## config.mk

```make
export PLATFORM = sky130hd
export DESIGN_NAME = ahb_slave_mux_system
export DESIGN_NICKNAME = d
export VERILOG_FILES = /design/src/rtl/ahb_slave_mux_system.sv
export SDC_FILE = /design/constraint.sdc
export NUM_CORES = 1
export LEC_CHECK = 0
export ABC_AREA = 1
export CAP_MARGIN = 0
export CORE_AREA = 2 2 110 112
export CTS_CLUSTER_SIZE = 25
export DETAILED_ROUTE_END_ITERATION = 6
export DIE_AREA = 0 0 112 114
export PLACE_DENSITY = 0.71
export SYNTH_ARGS = -nofsm -noshare
export SYNTH_HDL_FRONTEND = slang
export SYNTH_SLANG_ARGS = --single-unit
export TNS_END_PERCENT = 30
```

## constraint.sdc

```tcl
create_clock -name HCLK -period 1.9 [get_ports HCLK]
set_input_delay 0.57 -clock HCLK [delete_from_list [all_inputs] [get_ports HCLK]]
set_output_delay 0.57 -clock HCLK [all_outputs]
set_load 0.03 [all_outputs]
```

## src/rtl/ahb_slave_mux_system.sv

```systemverilog
// ahb_slave_mux_system: AHB-Lite data-phase response multiplexer with built-in
// default slave (two-cycle ERROR for unmapped accesses).
`default_nettype none

module ahb_slave_mux_system #(
   parameter int            DW        = 32,
   parameter logic [DW-1:0] DEF_RDATA = '0
) (
   input  logic          HCLK,
   input  logic          HRESETn,
   input  logic [1:0]    HTRANS,
   input  logic          HSEL_RAM,
   input  logic          HSEL_APB,
   input  logic          HSEL_CM3_ADC,
   input  logic          HSEL_CM3_FFT,
   input  logic          HSEL_CM3_MAC,
   input  logic          HSEL_CM3_MAC_1,
   input  logic          HSEL_CM3_LOG,
   input  logic          HSEL_DefSlave,
   input  logic          HREADYOUT_RAM,
   input  logic          HREADYOUT_APB,
   input  logic          HREADYOUT_CM3_ADC,
   input  logic          HREADYOUT_CM3_FFT,
   input  logic          HREADYOUT_CM3_MAC,
   input  logic          HREADYOUT_CM3_MAC_1,
   input  logic          HREADYOUT_CM3_LOG,
   input  logic          HRESP_RAM,
   input  logic          HRESP_APB,
   input  logic          HRESP_CM3_ADC,
   input  logic          HRESP_CM3_FFT,
   input  logic          HRESP_CM3_MAC,
   input  logic          HRESP_CM3_MAC_1,
   input  logic          HRESP_CM3_LOG,
   input  logic [DW-1:0] HRDATA_RAM,
   input  logic [DW-1:0] HRDATA_APB,
   input  logic [DW-1:0] HRDATA_CM3_ADC,
   input  logic [DW-1:0] HRDATA_CM3_FFT,
   input  logic [DW-1:0] HRDATA_CM3_MAC,
   input  logic [DW-1:0] HRDATA_CM3_MAC_1,
   input  logic [DW-1:0] HRDATA_CM3_LOG,
   output logic          HREADY,
   output logic          HRESP,
   output logic [DW-1:0] HRDATA
);

   typedef enum logic [1:0] {
      ST_IDLE = 2'd0,
      ST_ERR1 = 2'd1,
      ST_ERR2 = 2'd2
   } def_state_e;

   localparam logic [3:0] SEL_NONE = 4'b0000;

   // sel_q = {valid, index}; index 7 is the default slave
   logic [3:0]    sel_q, sel_d;
   def_state_e    state_q, state_d;
   logic          def_ready, def_resp;
   logic          accept;
   logic [7:0]    slv_ready, slv_resp;
   logic [DW-1:0] slv_rdata [8];
   logic          unused_htrans0;

   assign unused_htrans0 = HTRANS[0];

   assign slv_ready = {def_ready, HREADYOUT_CM3_LOG, HREADYOUT_CM3_MAC_1, HREADYOUT_CM3_MAC,
                       HREADYOUT_CM3_FFT, HREADYOUT_CM3_ADC, HREADYOUT_APB, HREADYOUT_RAM};
   assign slv_resp  = {def_resp, HRESP_CM3_LOG, HRESP_CM3_MAC_1, HRESP_CM3_MAC,
                       HRESP_CM3_FFT, HRESP_CM3_ADC, HRESP_APB, HRESP_RAM};

   assign slv_rdata[0] = HRDATA_RAM;
   assign slv_rdata[1] = HRDATA_APB;
   assign slv_rdata[2] = HRDATA_CM3_ADC;
   assign slv_rdata[3] = HRDATA_CM3_FFT;
   assign slv_rdata[4] = HRDATA_CM3_MAC;
   assign slv_rdata[5] = HRDATA_CM3_MAC_1;
   assign slv_rdata[6] = HRDATA_CM3_LOG;
   assign slv_rdata[7] = DEF_RDATA;

   // Priority encode; a stalled data phase keeps its selection
   always_comb begin
      sel_d = sel_q;
      if (HREADY) begin
         if      (HSEL_RAM)       sel_d = {1'b1, 3'd0};
         else if (HSEL_APB)       sel_d = {1'b1, 3'd1};
         else if (HSEL_CM3_ADC)   sel_d = {1'b1, 3'd2};
         else if (HSEL_CM3_FFT)   sel_d = {1'b1, 3'd3};
         else if (HSEL_CM3_MAC)   sel_d = {1'b1, 3'd4};
         else if (HSEL_CM3_MAC_1) sel_d = {1'b1, 3'd5};
         else if (HSEL_CM3_LOG)   sel_d = {1'b1, 3'd6};
         else if (HSEL_DefSlave)  sel_d = {1'b1, 3'd7};
         else                     sel_d = SEL_NONE;
      end
   end

   always_ff @(posedge HCLK or negedge HRESETn) begin
      if (!HRESETn) begin
         sel_q   <= SEL_NONE;
         state_q <= ST_IDLE;
      end else begin
         sel_q   <= sel_d;
         state_q <= state_d;
      end
   end

   assign accept = HSEL_DefSlave & HREADY & HTRANS[1];

   always_comb begin
      state_d   = ST_IDLE;
      def_ready = 1'b1;
      def_resp  = 1'b0;
      case (state_q)
         ST_IDLE: state_d = accept ? ST_ERR1 : ST_IDLE;
         ST_ERR1: begin
            def_ready = 1'b0;
            def_resp  = 1'b1;
            state_d   = ST_ERR2;
         end
         ST_ERR2: begin
            def_resp = 1'b1;
            state_d  = accept ? ST_ERR1 : ST_IDLE;
         end
         default: state_d = ST_IDLE;
      endcase
   end

   always_comb begin
      HREADY = 1'b1;
      HRESP  = 1'b0;
      HRDATA = DEF_RDATA;
      if (sel_q[3]) begin
         HREADY = slv_ready[sel_q[2:0]];
         HRESP  = slv_resp[sel_q[2:0]];
         HRDATA = slv_rdata[sel_q[2:0]];
      end
   end

endmodule

`default_nettype wire

```

==> impl_metrics.yaml, run 1 <==
worst_setup_path:
  critPathMaxFanout: 24
  worstPathArrival_ns: 1.69
  path_buf_inv: 3
  r2r-end: "sel_q[1]"
  cp.required_ns: 1.33
  crit_family: "buffers and inverters"
  regToRegStartpoint: "sel_q[0]"
  slowest_delay_ns: 0.47
  end_kind: "output pin"
  r2r_cells: 9
  startpoint_type: "flop"
  cp_common_cell: "nor2_1"
  crit_slowest_cell: "dfrtp_2"
  path_cells: "inv_8 > buf_12 > nor2_1 > o22ai_1 > nor2_1 > nor2_1 > buf_4"
  critPathKind: "reg -> out"
  critPathLaunch: "sel_q[0]"
  cp.depth: 7
  rrSetupSlack_ns: 0.31
timing:
  skew_ns: 0.00111
  rsz0062_at_grt: "yes"
  fmax_ghz: 0.443
  fin_crit_sh_pct: 119
  worstMarginPinSlew_ns: 0.323
  final-setup-viol-count: 34
  setup_tns_ns: -10.29
  slew_viol_final: 0
  slew_headroom_pct: 78.5
  hold_slack_ns: 0.592
  fin_ws_ns: -0.356
  hold_viol_final: 0
  min_period_ns: 2.26
die:
  fp.dieW_um: 112
  die-area_mm2: 0.0128
  die-height_um: 114
  coreArea_mm2: 0.0117
  io-pin-count: 284
  start_util_pct: 22.4
  rows: 40
pwr:
  p_leak_uw: 0.00239
  p_per_area_mw_per_mm2: 1300
  power_uw: 7580
  irDropWorstVdd_mv: 0.985
logic_synthesis:
  netlist_instances: 516
  netlist.area_leader.share_pct: 23.5
  synthMostInstantiatedCell: "nor2_1"
  synthesis.nets: 771
  syn_area_per_cell_um2: 5.08
  ys_warn_count: 0
  yosysTopAreaCell: "nor2_1"
  ys_ff_latch: 6
  synthArstFlopShare_pct: 100
  synth_area_mm2: 0.00262
  synth_edf_count: 0
  yosys-top-cells-count: "164 x nor2_1, 113 x o21ai_0, 50 x o21ai_1"
  synth_flop_cell: "dfrtp_1"
  seq_area_frac_synth_pct: 5.73
  yosys-top-cells-area: "nor2_1 24%, o21ai_0 22%, o21ai_1 9.6%"
  synth_cell_type_count: 23
route:
  vias: 4504
  drt-total-wl_mm: 13.6
  wl_per_cell_um: 14.4
  ant_nets: 0
  firstDrtPassIters: 4
  drt_iter0_drc: 298
  vias_per_cell: 4.76
  drc: 0
placement:
  place_ws_ns: -0.437
  hpwl_mm: 10.6
  routabilityCongestion: 0.848
  place_inst: 943
  io_buffers: 282
cts:
  cts_hold_buf: 0
  root_buffer: "clkbuf_16"
  clk_latency_ns: 0.22
  cts_num_sinks: 6
  cts_buffers: 3
  clkTransAtPathRegs_ns: 0.03
  clockBufferDepth: 2
  htreeDepth: 1
  cts_tree: "yes"
run_status:
  status: "complete, but fails checks"
  failed_checks: "negative setup slack"
global_route:
  grt_pass1_wl_mm: 20.8
  antenna_found_initial: 0
  grt_max_degree: 51
  grt_pass1_vias: 4261
  grt.overflow.total: 0
  grtUsageTotal_pct: 19.7
layout:
  nets: 1056
  fin_cells: 946
  drive_above_1_share_pct: 12.9
  area_delta_synth_final_pct: 123
  diodes: 0
job:
  drv_cap: 0
hold_path:
  hp-class: "in -> async"
==> worst max-delay path by stage <==
stage	end	slack, ns
floorplan	HRDATA[16]	-0.12
global placement	HRDATA[12]	-0.43
detailed placement	HRDATA[12]	-0.44
CTS	HRDATA[12]	-0.37
global route	HRDATA[14]	-0.46
finish	HRDATA[23]	-0.36
==> metrics by stage <==
step | utilization (%) | instance area [µm²]
detailed placement | 48.9 | 5730
finish | 49.8 | 5840
floorplan | - | 2660
global route | 49.8 | 5840
CTS | 49.8 | 5830
global placement | 48.9 | 5730
==> routing by layer <==
layer  wire length [µm]  track usage (%)
met5                  0                0
met4                135             3.50
met3                972             3.19
met2               6510             35.1
met1               6010             25.5
==> cells in the final DEF, fill, tap and decap left out, types with 2 or more instances in the layout <==
cell / instances
buf_12: 9
buf_4: 66
buf_6: 7
clkbuf_16: 3
clkdlybuf4s50_1: 247
dfrtp_1: 4
dfrtp_2: 2
ha_1: 5
inv_1: 12
inv_2: 2
nand2_1: 29
nand3_1: 43
nand3b_1: 2
nor2_1: 156
nor2_2: 6
nor2_4: 2
nor3_1: 2
o21ai_0: 94
o21ai_1: 68
o22ai_1: 31
==> power by group <==
part / switching [µW] / leakage [µW] / internal [µW] / total (µW)
sequential: 48.1 / 0.0000723 / 170 / 218
combinational: 4080 / 0.00228 / 2950 / 7030
clock: 65.7 / 0.0000370 / 270 / 335
total: 4190 / 0.00239 / 3390 / 7580
==> state kept, by name (all words and copies together), names as in the netlist <==
signal,count
sel_q,4
state_q,2
==> logic make-up after synthesis <==
group                      synth area share, %
AOI/OAI and AO/OA                         39.6
adders and majority gates                 2.39
buffers and inverters                     14.9
DFF                                       5.73
and+or+nand+nor                           37.5
==> timing repair <==
action | 4_1_cts | 5_1_grt
endpoints found under the setup margin | 34 | 34
pin swaps | 12 | 0
gates resized for setup | 21 | 8
setup buffers | 0 | 0
cloned | 0 | 0
==> area by class of cell <==
class / instances / area, µm²
clock buffers: 3 / 75.1
fillers: 1202 / 5870
inverters: 15 / 63.8
multi-input cells: 445 / 2130
flip-flops and latches: 6 / 153
well taps: 147 / 184
repair buffers: 330 / 3240
(Power assumes the default switching activity.)
==> inputs of run 2 (changes only) <==
CELL_PAD_IN_SITES_DETAIL_PLACEMENT = 1   (was not set)
CELL_PAD_IN_SITES_GLOBAL_PLACEMENT = 2   (was not set)
CORE_AREA = not set   (was 2 2 110 112)
CORE_UTILIZATION = 11   (was not set)
DIE_AREA = not set   (was 0 0 112 114)
PLACE_DENSITY = 0.84   (was 0.71)
==> run 2 against run 1 <==
  * The flow still finishes with violations (negative setup slack)
  * Via count rose by 3.6%
  * Core utilization fell by 23 points
  * Critical path depth did not move
  * Clock power rose by 6.0%
  * Combinational power rose by 7.3%
  * Clock skew fell by 0.00069 ns
  * Power rose by 7.3%
  * Non-clock buffer count rose by 9
  * Global-route usage fell by 6.8 points
  * Setup slack got worse by 0.092 ns
==> impl_metrics.yaml, run 2 (synthesized netlist as in run 1, its figures left out) <==
pwr:
  clkPwrFrac_pct: 4.4
  p_seq_share_pct: 2.9
  p_int_uw: 3660
  combPwrFrac_pct: 92.7
  irDropWorstVdd_mv: 0.860
  power.switching_uw: 4480
  p_per_area_mw_per_mm2: 1300
  swShare_pct: 55.0
  p_leak_uw: 0.00248
  power_uw: 8140
route:
  drt-total-wl_mm: 17.3
  firstDrtPassIters: 4
  drt_iter0_drc: 177
  drc: 0
  ant_nets: 0
  vias: 4666
  vias_per_cell: 4.14
  wl_per_cell_um: 15.3
die:
  die-height_um: 156
  io-pin-count: 284
  rows: 56
  die-area_mm2: 0.0244
  fp.dieW_um: 156
  start_util_pct: 11.2
  coreArea_mm2: 0.0234
cts:
  clk_latency_ns: 0.23
  clkTransAtPathRegs_ns: 0.03
  cts_tree: "yes"
  root_buffer: "clkbuf_16"
  cts_hold_buf: 0
  cts_buffers: 3
  clockBufferDepth: 2
  htreeDepth: 1
  cts_num_sinks: 6
placement:
  dpl_cell_area_mm2: 0.00602
  routabilityCongestion: 0.762
  hpwl_mm: 13.6
  io_buffers: 282
layout:
  fin_area_mm2: 0.00626
  final_cell_mix: "248 x clkdlybuf4s50_1, 150 x nor2_1, 82 x o21ai_1"
  regMostFlops: "sel_q"
  largest_register_ffs: 4
  nets: 1065
  area_delta_synth_final_pct: 139
  layout_commonest_cell: "clkdlybuf4s50_1"
  multi_input_area_mm2: 0.00216
  nFillCells: 2969
  regArea_um2: 156
  diodes: 0
  reg_top3: "sel_q (4), state_q (2)"
  drive_above_1_share_pct: 15.3
timing:
  fin_crit_sh_pct: 124
  slew_viol_final: 0
  fin_ws_ns: -0.448
  rsz0062_at_grt: "yes"
  final-setup-viol-count: 34
  slew_headroom_pct: 80.9
  worstMarginPinSlew_ns: 0.284
  hold_viol_final: 0
  fmax_ghz: 0.426
  min_period_ns: 2.35
  skew_ns: 0.000422
worst_setup_path:
  critPathKind: "reg -> out"
  path_buf_inv: 3
  end_kind: "output pin"
  path_cells: "buf_16 > buf_12 > o21ai_0 > o22ai_1 > nor2_2 > nor2_4 > buf_4"
  r2r_cells: 9
  critPathMaxFanout: 23
  startpoint_type: "flop"
  critPathLaunch: "sel_q[0]"
  rrSetupSlack_ns: 0.23
  slowest_delay_ns: 0.55
  cp.depth: 7
  crit_family: "flip-flops"
  worstPathArrival_ns: 1.78
  regToRegStartpoint: "sel_q[0]"
  cp.required_ns: 1.33
  crit_slowest_cell: "dfrtp_4"
job:
  drv_cap: 0
global_route:
  grt.overflow.total: 0
  grt_max_degree: 46
  grt_pass1_wl_mm: 25.2
  grt_pass1_vias: 4780
  antenna_found_initial: 0
  grtUsageTotal_pct: 12.9
hold_path:
  hp-class: "in -> async"
run_status:
  failed_checks: "negative setup slack"
  status: "complete, but fails checks"
-- run 2: worst reg2reg max path, cell delays in order (launching register included) --
cell	delay, ns
dfrtp_4	0.55
buf_16	0.20
buf_4	0.16
nand2_1	0.05
nand3_1	0.09
nand3_2	0.10
nand3_2	0.09
buf_4	0.17
nand3_1	0.08
nand2_1	0.06
-- run 2: timing repair --
item	in CTS	in global routing
hold endpoints to repair	0	0
setup buffers	0	2
gates resized for setup	9	51
setup endpoints to repair	34	34
cloned	0	2
pin swaps	0	3
-- run 2: per-stage QoR --
stage | utilization, % | TNS (ns) | hold slack [ns] | std cells | setup slack [ns]
finish | 26.7 | -12.63 | 0.591 | 1128 | -0.448
global placement | 25.7 | -10.29 | 0.612 | 1120 | -0.463
global route | 26.7 | -15.76 | 0.608 | 1128 | -0.512
detailed placement | 25.7 | -10.39 | 0.629 | 1120 | -0.446
CTS | 26.1 | -13.76 | 0.600 | 1124 | -0.471
floorplan | - | -2.77 | 0.274 | 516 | -0.119
-- run 2: final cells by class --
class | instances | area share, %
Clock buffer | 4 | 1.26
Inverter | 15 | 1.14
Multi-Input combinational cell | 445 | 34.5
Sequential cell | 6 | 2.50
Tap cell | 319 | 6.38
Timing Repair Buffer | 339 | 54.2
-- run 2: power by group through the flow --
| stage | sequential, µW | combinational, µW | clock, µW |
|---|---|---|---|
| after floorplan | 190 | 4280 | 0 |
| after global placement | 217 | 7190 | 0 |
| after detailed placement | 220 | 7250 | 0 |
| after CTS | 223 | 7310 | 362 |
| after global routing | 247 | 8220 | 370 |
| final | 238 | 7540 | 355 |
-- run 2: path summary, 6_finish.rpt --
check,endpoint
worst max-delay path,HRDATA[27]
worst min-delay path,state_q[0]
worst max register to register,sel_q[2]
worst min register to register,state_q[1]
max in group asynchronous,sel_q[0]
min in group HCLK,state_q[1]
-- run 2: routing by layer --
layer | wire length [µm] | track usage (%) | vias to the layer above | share of wire (%)
met2 | 8330 | 23.3 | 158 | 48
li1 | - | - | 2361 | -
met5 | 0 | 0 | - | 0
met3 | 1120 | 2.41 | 19 | 6.5
met4 | 262 | 2.57 | 0 | 1.5
met1 | 7540 | 15.9 | 2128 | 44
==> inputs of run 3 (changes only) <==
SKIP_CTS_REPAIR_TIMING = 1   (was not set)
==> run 3 against run 2 <==
  * The run still ends with negative setup slack left
  * Non-clock buffer count unchanged
  * Power up 0.20%
  * Clock power about the same
  * First-iteration DRC count grew 20%
  * Hold slack worse by 0.00052 ns
  * Clock-buffer cell count did not move
  * Design area is 0.20% higher
  * Sequential power about the same
  * Flip-flop and latch count unchanged
  * Combinational power about the same
==> impl_metrics.yaml, run 3 (synthesized netlist as in run 1, its figures left out) <==
run_status:
  status: "complete, but fails checks"
  failed_checks: "negative setup slack"
global_route:
  grt_pass1_vias: 4764
  grt_max_degree: 46
  antenna_found_initial: 0
  grt_pass1_wl_mm: 25.2
  grt.overflow.total: 0
  grtUsageTotal_pct: 12.9
timing:
  hold_slack_ns: 0.591
  slew_headroom_pct: 80.5
  hold_viol_final: 0
  fin_crit_sh_pct: 124
  skew_ns: 0.000331
  final-setup-viol-count: 34
  worstMarginPinSlew_ns: 0.291
  min_period_ns: 2.35
  rsz0062_at_grt: "yes"
  fmax_ghz: 0.425
  setup_tns_ns: -12.75
  slew_viol_final: 0
  fin_ws_ns: -0.452
placement:
  routabilityCongestion: 0.762
  io_buffers: 282
  hpwl_mm: 13.6
  dpl_cell_area_mm2: 0.00602
layout:
  drive_above_1_share_pct: 15.6
  final_util_pct: 26.8
  nets: 1065
  reg_top3: "sel_q (4), state_q (2)"
  largest_register_ffs: 4
  diodes: 0
  layout_commonest_cell: "clkdlybuf4s50_1"
  final_cell_mix: "248 x clkdlybuf4s50_1, 149 x nor2_1, 81 x o21ai_1"
  regMostFlops: "sel_q"
  area_delta_synth_final_pct: 140
  fin_area_mm2: 0.00627
cts:
  clkTransAtPathRegs_ns: 0.03
  cts_tree: "yes"
  cts_num_sinks: 6
  cts_buffers: 3
  clk_latency_ns: 0.23
  clockBufferDepth: 2
  htreeDepth: 1
  root_buffer: "clkbuf_16"
die:
  die-height_um: 156
  fp.dieW_um: 156
  rows: 56
  start_util_pct: 11.2
  coreArea_mm2: 0.0234
  die-area_mm2: 0.0244
  io-pin-count: 284
job:
  drv_cap: 0
worst_setup_path:
  startpoint_type: "flop"
  cp.required_ns: 1.33
  r2r-end: "sel_q[2]"
  critPathMaxFanout: 23
  regToRegStartpoint: "sel_q[0]"
  rrSetupSlack_ns: 0.23
  critPathKind: "reg -> out"
  end_kind: "output pin"
  worstPathArrival_ns: 1.78
  r2r_cells: 9
pwr:
  power_uw: 8150
  p_leak_uw: 0.00248
  p_per_area_mw_per_mm2: 1300
  irDropWorstVdd_mv: 0.860
route:
  drt_iter0_drc: 213
  ant_nets: 0
  vias_per_cell: 4.14
  drt-total-wl_mm: 17.3
  firstDrtPassIters: 4
  drc: 0
  wl_per_cell_um: 15.3
  vias: 4668
hold_path:
  hp-class: "in -> async"
run 3: cell counts in the layout (fill, tap and decap cells not counted):
Identical to the previous run, type by type.
run 3: worst max-delay path by stage:
stage | from | to
2_1_floorplan | sel_q[0] | HRDATA[16]
3_3_place_gp | HRDATA_CM3_MAC[28] | HRDATA[28]
3_5_place_dp | HRDATA_CM3_MAC[28] | HRDATA[28]
4_1_cts | sel_q[0] | HRDATA[25]
5_1_grt | sel_q[0] | HRDATA[24]
6_report | sel_q[0] | HRDATA[27]
run 3: per-layer routing:
metal  vias to the layer above  track usage, %  routed length (µm)
li1                       2361               -                   -
met2                       160            23.2                8340
met1                      2128            16.0                7570
met3                        19            2.41                1120
met4                         0            2.57                 235
met5                         -               0                   0
run 3: per-stage QoR:
stage	cells	setup WS, ns
2_1_floorplan	516	-0.119
3_5_place_dp	1120	-0.446
5_1_grt	1128	-0.530
6_report	1128	-0.452
3_3_place_gp	1120	-0.463
4_1_cts	1124	-0.508
run 3: power breakdown:
group,leakage [µW],internal [µW],switching [µW]
combinational,0.00237,3220,4340
clock,0.0000382,279,76.7
sequential,0.0000708,176,63.3
total,0.00248,3670,4480
run 3: critical path, stage by stage (launching register included):
cell and delay, ns:
dfrtp_4 0.55, buf_16 0.20, buf_12 0.16, o21ai_0 0.16
o22ai_1 0.11, nor2_2 0.16, nor2_4 0.05, buf_4 0.16
run 3: area by class of cell:
class / instances / area (µm²)
inverters: 15 / 71.3
fillers: 2965 / 17100
flip-flops and latches: 6 / 156
multi-input cells: 445 / 2170
clock buffers: 4 / 78.8
repair buffers: 339 / 3400
well taps: 319 / 399
